===== config.mk =====
export PLATFORM = sky130hd
export DESIGN_NAME = melody_recorder
export DESIGN_NICKNAME = d
export VERILOG_FILES = /design/src/rtl/melody_recorder.sv
export SDC_FILE = /design/constraint.sdc
export NUM_CORES = 1
export LEC_CHECK = 0
export ABC_AREA = 1
export ABC_CLOCK_PERIOD_IN_PS = 2800
export BUFFER_PORTS_ARGS = -buffer_cell sky130_fd_sc_hd__buf_2
export CAP_MARGIN = 20
export CORE_AREA = 10 10 94 96
export DETAILED_ROUTE_END_ITERATION = 7
export DIE_AREA = 0 0 104 106
export PLACE_DENSITY_LB_ADDON = 0.05
export SYNTH_ARGS = -nofsm -noshare
export SYNTH_HDL_FRONTEND = slang
export SYNTH_SLANG_ARGS = --single-unit

===== constraint.sdc =====
create_clock -name clk_in -period 2.8 [get_ports clk_in]
set_input_delay 0.28 -clock clk_in [delete_from_list [all_inputs] [get_ports clk_in]]
set_output_delay 0.28 -clock clk_in [all_outputs]
set_load 0.01 [all_outputs]

===== src/rtl/melody_recorder.sv =====
// Collects key presses from the key-press counter stage into a melody of NOTES {key,dur} slots.
// The finished melody is offered to the population stage over a valid/ready handshake.
module melody_recorder #(
  parameter int unsigned NOTES         = 8,
  parameter int unsigned TIMEOUT_TICKS = 120
) (
  input  logic                 clk_in,
  input  logic                 rst_in,
  input  logic                 trigger,
  input  logic [3:0]           counter_in,
  input  logic [2:0]           key_played_in,
  input  logic [2:0]           note_duration_in,
  input  logic                 keys_held_in,
  input  logic                 flush_in,
  output logic [NOTES*6-1:0]   melody_out,
  output logic [3:0]           note_count_out,
  output logic                 melody_valid,
  input  logic                 melody_ready,
  output logic                 drop_out
);

  localparam int unsigned IW = $clog2(TIMEOUT_TICKS + 1);

  localparam logic [1:0] S_IDLE    = 2'd0;
  localparam logic [1:0] S_CAPTURE = 2'd1;
  localparam logic [1:0] S_FULL    = 2'd2;

  logic [1:0]         state, state_d;
  logic [3:0]         counter_q;
  logic [2:0]         pend_key, pend_dur;
  logic               pend_v;
  logic [IW-1:0]      idle_ticks;
  logic [NOTES*6-1:0] melody;
  logic [3:0]         note_count;
  logic               drop;

  logic new_press, timeout, handshake, commit;

  assign new_press = (counter_in != counter_q) && (counter_in != 4'd0);
  assign timeout   = trigger && (idle_ticks == IW'(TIMEOUT_TICKS - 1)) && !keys_held_in;
  assign handshake = (state == S_FULL) && melody_ready;

  always_comb begin
    commit  = 1'b0;
    state_d = state;
    case (state)
      S_IDLE: begin
        if (flush_in && note_count != 4'd0) state_d = S_FULL;
        else if (new_press)                 state_d = S_CAPTURE;
      end
      S_CAPTURE: begin
        if (new_press) begin
          commit  = 1'b1;
          state_d = flush_in ? S_FULL : S_CAPTURE;
        end else if (flush_in) begin
          commit  = 1'b1;
          state_d = S_FULL;
        end else if (timeout) begin
          commit  = 1'b1;
          state_d = S_IDLE;
        end
        if (commit && note_count == 4'(NOTES - 1)) state_d = S_FULL;
      end
      S_FULL: begin
        // A press arriving alongside the handshake must still be captured.
        if (handshake) state_d = (pend_v || new_press) ? S_CAPTURE : S_IDLE;
      end
      default: state_d = S_IDLE;
    endcase
  end

  always_ff @(posedge clk_in) begin
    if (!rst_in) begin
      state      <= S_IDLE;
      counter_q  <= '0;
      pend_key   <= '0;
      pend_dur   <= '0;
      pend_v     <= 1'b0;
      idle_ticks <= '0;
      melody     <= '0;
      note_count <= '0;
      drop       <= 1'b0;
    end else begin
      counter_q <= counter_in;
      state     <= state_d;
      drop      <= (state == S_FULL) && new_press && pend_v;

      // Duration tracks upstream one cycle late so the final value survives the next press.
      if (new_press) begin
        pend_key <= key_played_in;
        pend_dur <= '0;
        pend_v   <= 1'b1;
      end else begin
        if (pend_v) pend_dur <= note_duration_in;
        if (commit) pend_v   <= 1'b0;
      end

      if (new_press || keys_held_in)             idle_ticks <= '0;
      else if (trigger && state == S_CAPTURE)    idle_ticks <= idle_ticks + 1'b1;

      if (handshake) begin
        melody     <= '0;
        note_count <= '0;
      end else if (commit) begin
        for (int unsigned i = 0; i < NOTES; i++) begin
          if (note_count == 4'(i)) melody[i*6 +: 6] <= {pend_key, pend_dur};
        end
        note_count <= note_count + 4'd1;
      end
    end
  end

  assign melody_out     = melody;
  assign note_count_out = note_count;
  assign melody_valid   = (state == S_FULL);
  assign drop_out       = drop;

endmodule


==> reports/results.txt <==
The run finished with clean final reports. In this run, distinct cell masters in the synthesized netlist total 28. The share of cell area taken by muxes after synthesis was 0.

The tools report the maximum clock insertion buffer count as 2. The floorplan step defined a die boundary enclosing 11020 um2. The number of synthesized flops with an enable pin came out at 0. The critical path goes through inv_1 > nor2_2 > nand3_1 > nor3_1 > nand2_1 > or2_0 > a21oi_1. By area the synthesized netlist is led by sky130_fd_sc_hd__dfxtp_1 43%, sky130_fd_sc_hd__nand2_1 16%, sky130_fd_sc_hd__nor2_1 12%, sky130_fd_sc_hd__inv_1 9.1%, sky130_fd_sc_hd__nand3_1 4.0%. STA classifies the critical path endpoint as a flop.

The first routing iteration left 120 violations. Summing all placed instances gives a cell area of 3731 um2. The fraction of the mapped netlist area in simple logic gates is 0.3724, and the number of iterations in the first detailed-routing pass is 4. The logs give 0 for the hold-fix buffer count after cts and 31 for the number of cell rows. The fraction of the mapped netlist area in adder cells is 0.01844.

The tools report the top-level port count as 70. The category of the critical setup timing path was reg2reg. After detailed routing, the number of remaining DRC violations is 0.

The number of antenna violations at the first check in global routing is 0. The maximum level of the CTS H-tree is 3. For this run, the slowest stage of the critical path takes 0.56 ns.

The min-delay analysis places its worst path in the category in2reg. Summing all non-filler instances in the final layout gives an area of 3891 um2. The largest total area in the synthesized netlist belongs to sky130_fd_sc_hd__dfxtp_1. At the end of the flow, the number of nets in the layout was 592. The vertical extent of the die is 106 um, and the routed wirelength normalized by instance count is 11.44 um. The run gives 0 as the count of pins over their slew limit. The largest individual stage delay along the critical path comes from the cell sky130_fd_sc_hd__nor2_2.

The worst slew slack as a fraction of its limit is 0.5153, and the yosys synthesis warning count is 0. Across the VDD grid, the largest voltage drop is 0.2768 mV. The clock arrives with 0.007098 ns of skew. The first global-routing pass estimated 13.32 mm of wire. In this run the static leakage power is 0.002248 uW.

At the worst endpoint, the required time is 3.06 ns. Counting every instance in the synthesized netlist gives 512. The final period demand of the worst path was 1.976 ns. The repair_antennas step left the layout with diodes totalling 0. The wire-length estimate of the detail-placed layout is 5.634 mm. For the end-of-flow core utilization, the log shows 0.5512. Final-report hold violation count: 0. Summing every instance area after synthesis gives 3393 um2. At the pin with the least slew margin, the transition time is 0.7263 ns.

For the final count of negative-setup-slack endpoints, the log shows 0. In this run, synthesis produced a sequential element count of 73. In this run the remaining antenna-violating nets after routing total 0.

Synthesis produced a netlist with a net count of 533. The number of resized instances in the post-cts repair step came out at 0. Timing would allow up to 506.2 MHz.

The number of buffers added on ports came out at 69. For this run, the number of standard cells in the final layout without fillers is 673. TritonCTS built the clock tree. The run gives 2.24 ns as the data arrival time of the worst path. The signed area change from the synthesized netlist to the final layout was 14.68%.

The cell at the root of the clock tree is sky130_fd_sc_hd__clkbuf_8. In this run the standard cell core region covers 7059 um2. The tool flagged a number of max-cap violations equal to 0. The clock input transition at the sequential cells of the worst setup and hold paths was 0.08 ns. The overall track demand over capacity in global routing was 0.1448; the clock net sink count was 73.

The most frequently used flop master after synthesis is sky130_fd_sc_hd__dfxtp_1. The cell count after placement was 659. Dividing the detail-routed via count by the number of cells gives 4.455.

The area share of the largest cell type after synthesis was 0.4307; the maximum number of pins on one net before global-route repair was 30. The post-synthesis share of cell area spent on xor and xnor gates is 0.01032. The most repeated cell in the gate-level netlist after synthesis was sky130_fd_sc_hd__nand2_1. The fraction of the mapped netlist area in compound gates is 0.03134. Along the worst path, the maximum fanout reaches 12. In this run, CTS created clock tree buffers numbering 9. At the end of routability-driven placement, the weighted congestion stood at 0.7593. Count of vias placed by the detailed router: 2998. The run gives 2825 as the number of global-route vias before repair.

The completed layout was analyzed and its total power is 2452 uW. By count the netlist is led by 148 x sky130_fd_sc_hd__nand2_1, 112 x sky130_fd_sc_hd__nor2_1, 82 x sky130_fd_sc_hd__inv_1. At the later pin of the worst-skew pair, clock insertion delay measures 0.34 ns. Dividing total power by cell area gives a power density of 630.1 nW/um2.

Global-route congestion overflow total: 0. Largest family of logic cells by synthesized area: simple AND/OR/NAND/NOR gates. In this run the post-CTS setup repair buffer count came out at 0. The final cycle utilization of the critical path was 0.7056; the sequential element share of the synthesized area was 0.4307. Dividing the synthesized area by the synthesized cell count gives 6.627 um2.

The final setup TNS came out at 0 ns. The initial cell density of the core is 0.4807. The critical path startpoint category was a flop. Summed over all layers, the routed wires come to 7.699 mm. The fraction of registers with async set/reset is 0. The share of post-route cells with drive strength above 1 was 0.1725; the width of the die was 104 um. Setup repair after global routing left no endpoint under its margin.
==> kinds of logic after synthesis <==
logic type	after synthesis
xor gates and xnor gates	4
buffers and inverters	107
adders and majority gates	5
DFF	73
and+or+nand+nor	303
AOI/OAI and AO/OA	20
==> per-layer routing <==
layer | global-route usage | routed length [um] | vias to the layer above
li1 | - | - | 1614
met1 | 0.1765 | 3638 | 1297
met2 | 0.2337 | 3469 | 71
met3 | 0.03925 | 407 | 16
met4 | 0.06759 | 184 | 0
met5 | 0 | 0 | -
==> stage by stage <==
stage | setup slack (ns) | hold WS (ns)
floorplan | 1.318 | 0.3735
global placement | 0.8646 | 0.4648
detailed placement | 0.8478 | 0.4676
CTS | 0.8409 | 0.1386
global route | 0.6037 | 0.1365
finish | 0.8243 | 0.1499
==> flip-flops by register name, indices dropped and copies added (netlist names) <==
name / flops
melody_out: 48
counter_q: 4
note_count_out: 4
pend_dur: 3
drop_out: 1
pend_v: 1
pend_key: 3
state: 2
idle_ticks: 7
==> cells in the final DEF (no fill, tap or decap), drive strengths merged, types with 2 or more instances in the layout <==
cell | Yosys | final
a21oi | 14 | 14
buf | 21 | 71
clkbuf | 2 | 11
clkinv | 0 | 3
dfxtp | 73 | 73
ha | 5 | 5
inv | 84 | 84
nand2 | 152 | 152
nand3 | 31 | 31
nand4 | 2 | 2
nor2 | 113 | 113
nor3 | 2 | 2
o21ai | 5 | 5
or2 | 3 | 3
xor2 | 3 | 3
==> worst max-delay path: cells and delay by family (launching register included) <==
family                 cells  cell delay (ns)
and+or+nand+nor            5             1.35
buffers and inverters      1             0.06
AOI/OAI and AO/OA          1             0.16
DFF                        1             0.33
==> power breakdown <==
part	total, uW	switching (uW)	internal [uW]
registers	1180	62.8	1120
logic	559	368	192
clock network	711	376	335
==> path summary, 6_finish.rpt <==
| check | from | endpoint | slack, ns | cells after the start |
|---|---|---|---|---|
| max reg2reg | state[0] | idle_ticks[6] | 0.82 | 7 |
| max | state[0] | idle_ticks[6] | 0.82 | 7 |
| min | counter_in[2] | counter_q[2] | 0.15 | 3 |
| min reg2reg | note_count_out[3] | note_count_out[3] | 0.48 | 2 |
==> area by class of cell <==
cell class / count / area, um2
fillers: 773 / 3168
multi-input cells: 332 / 1470
flip-flops and latches: 73 / 1461
repair buffers: 71 / 360.3
inverters: 84 / 315.3
clock buffers: 11 / 141.4
well taps: 99 / 123.9
clock inverters: 3 / 18.77
Power figures use the tool's default switching activity.
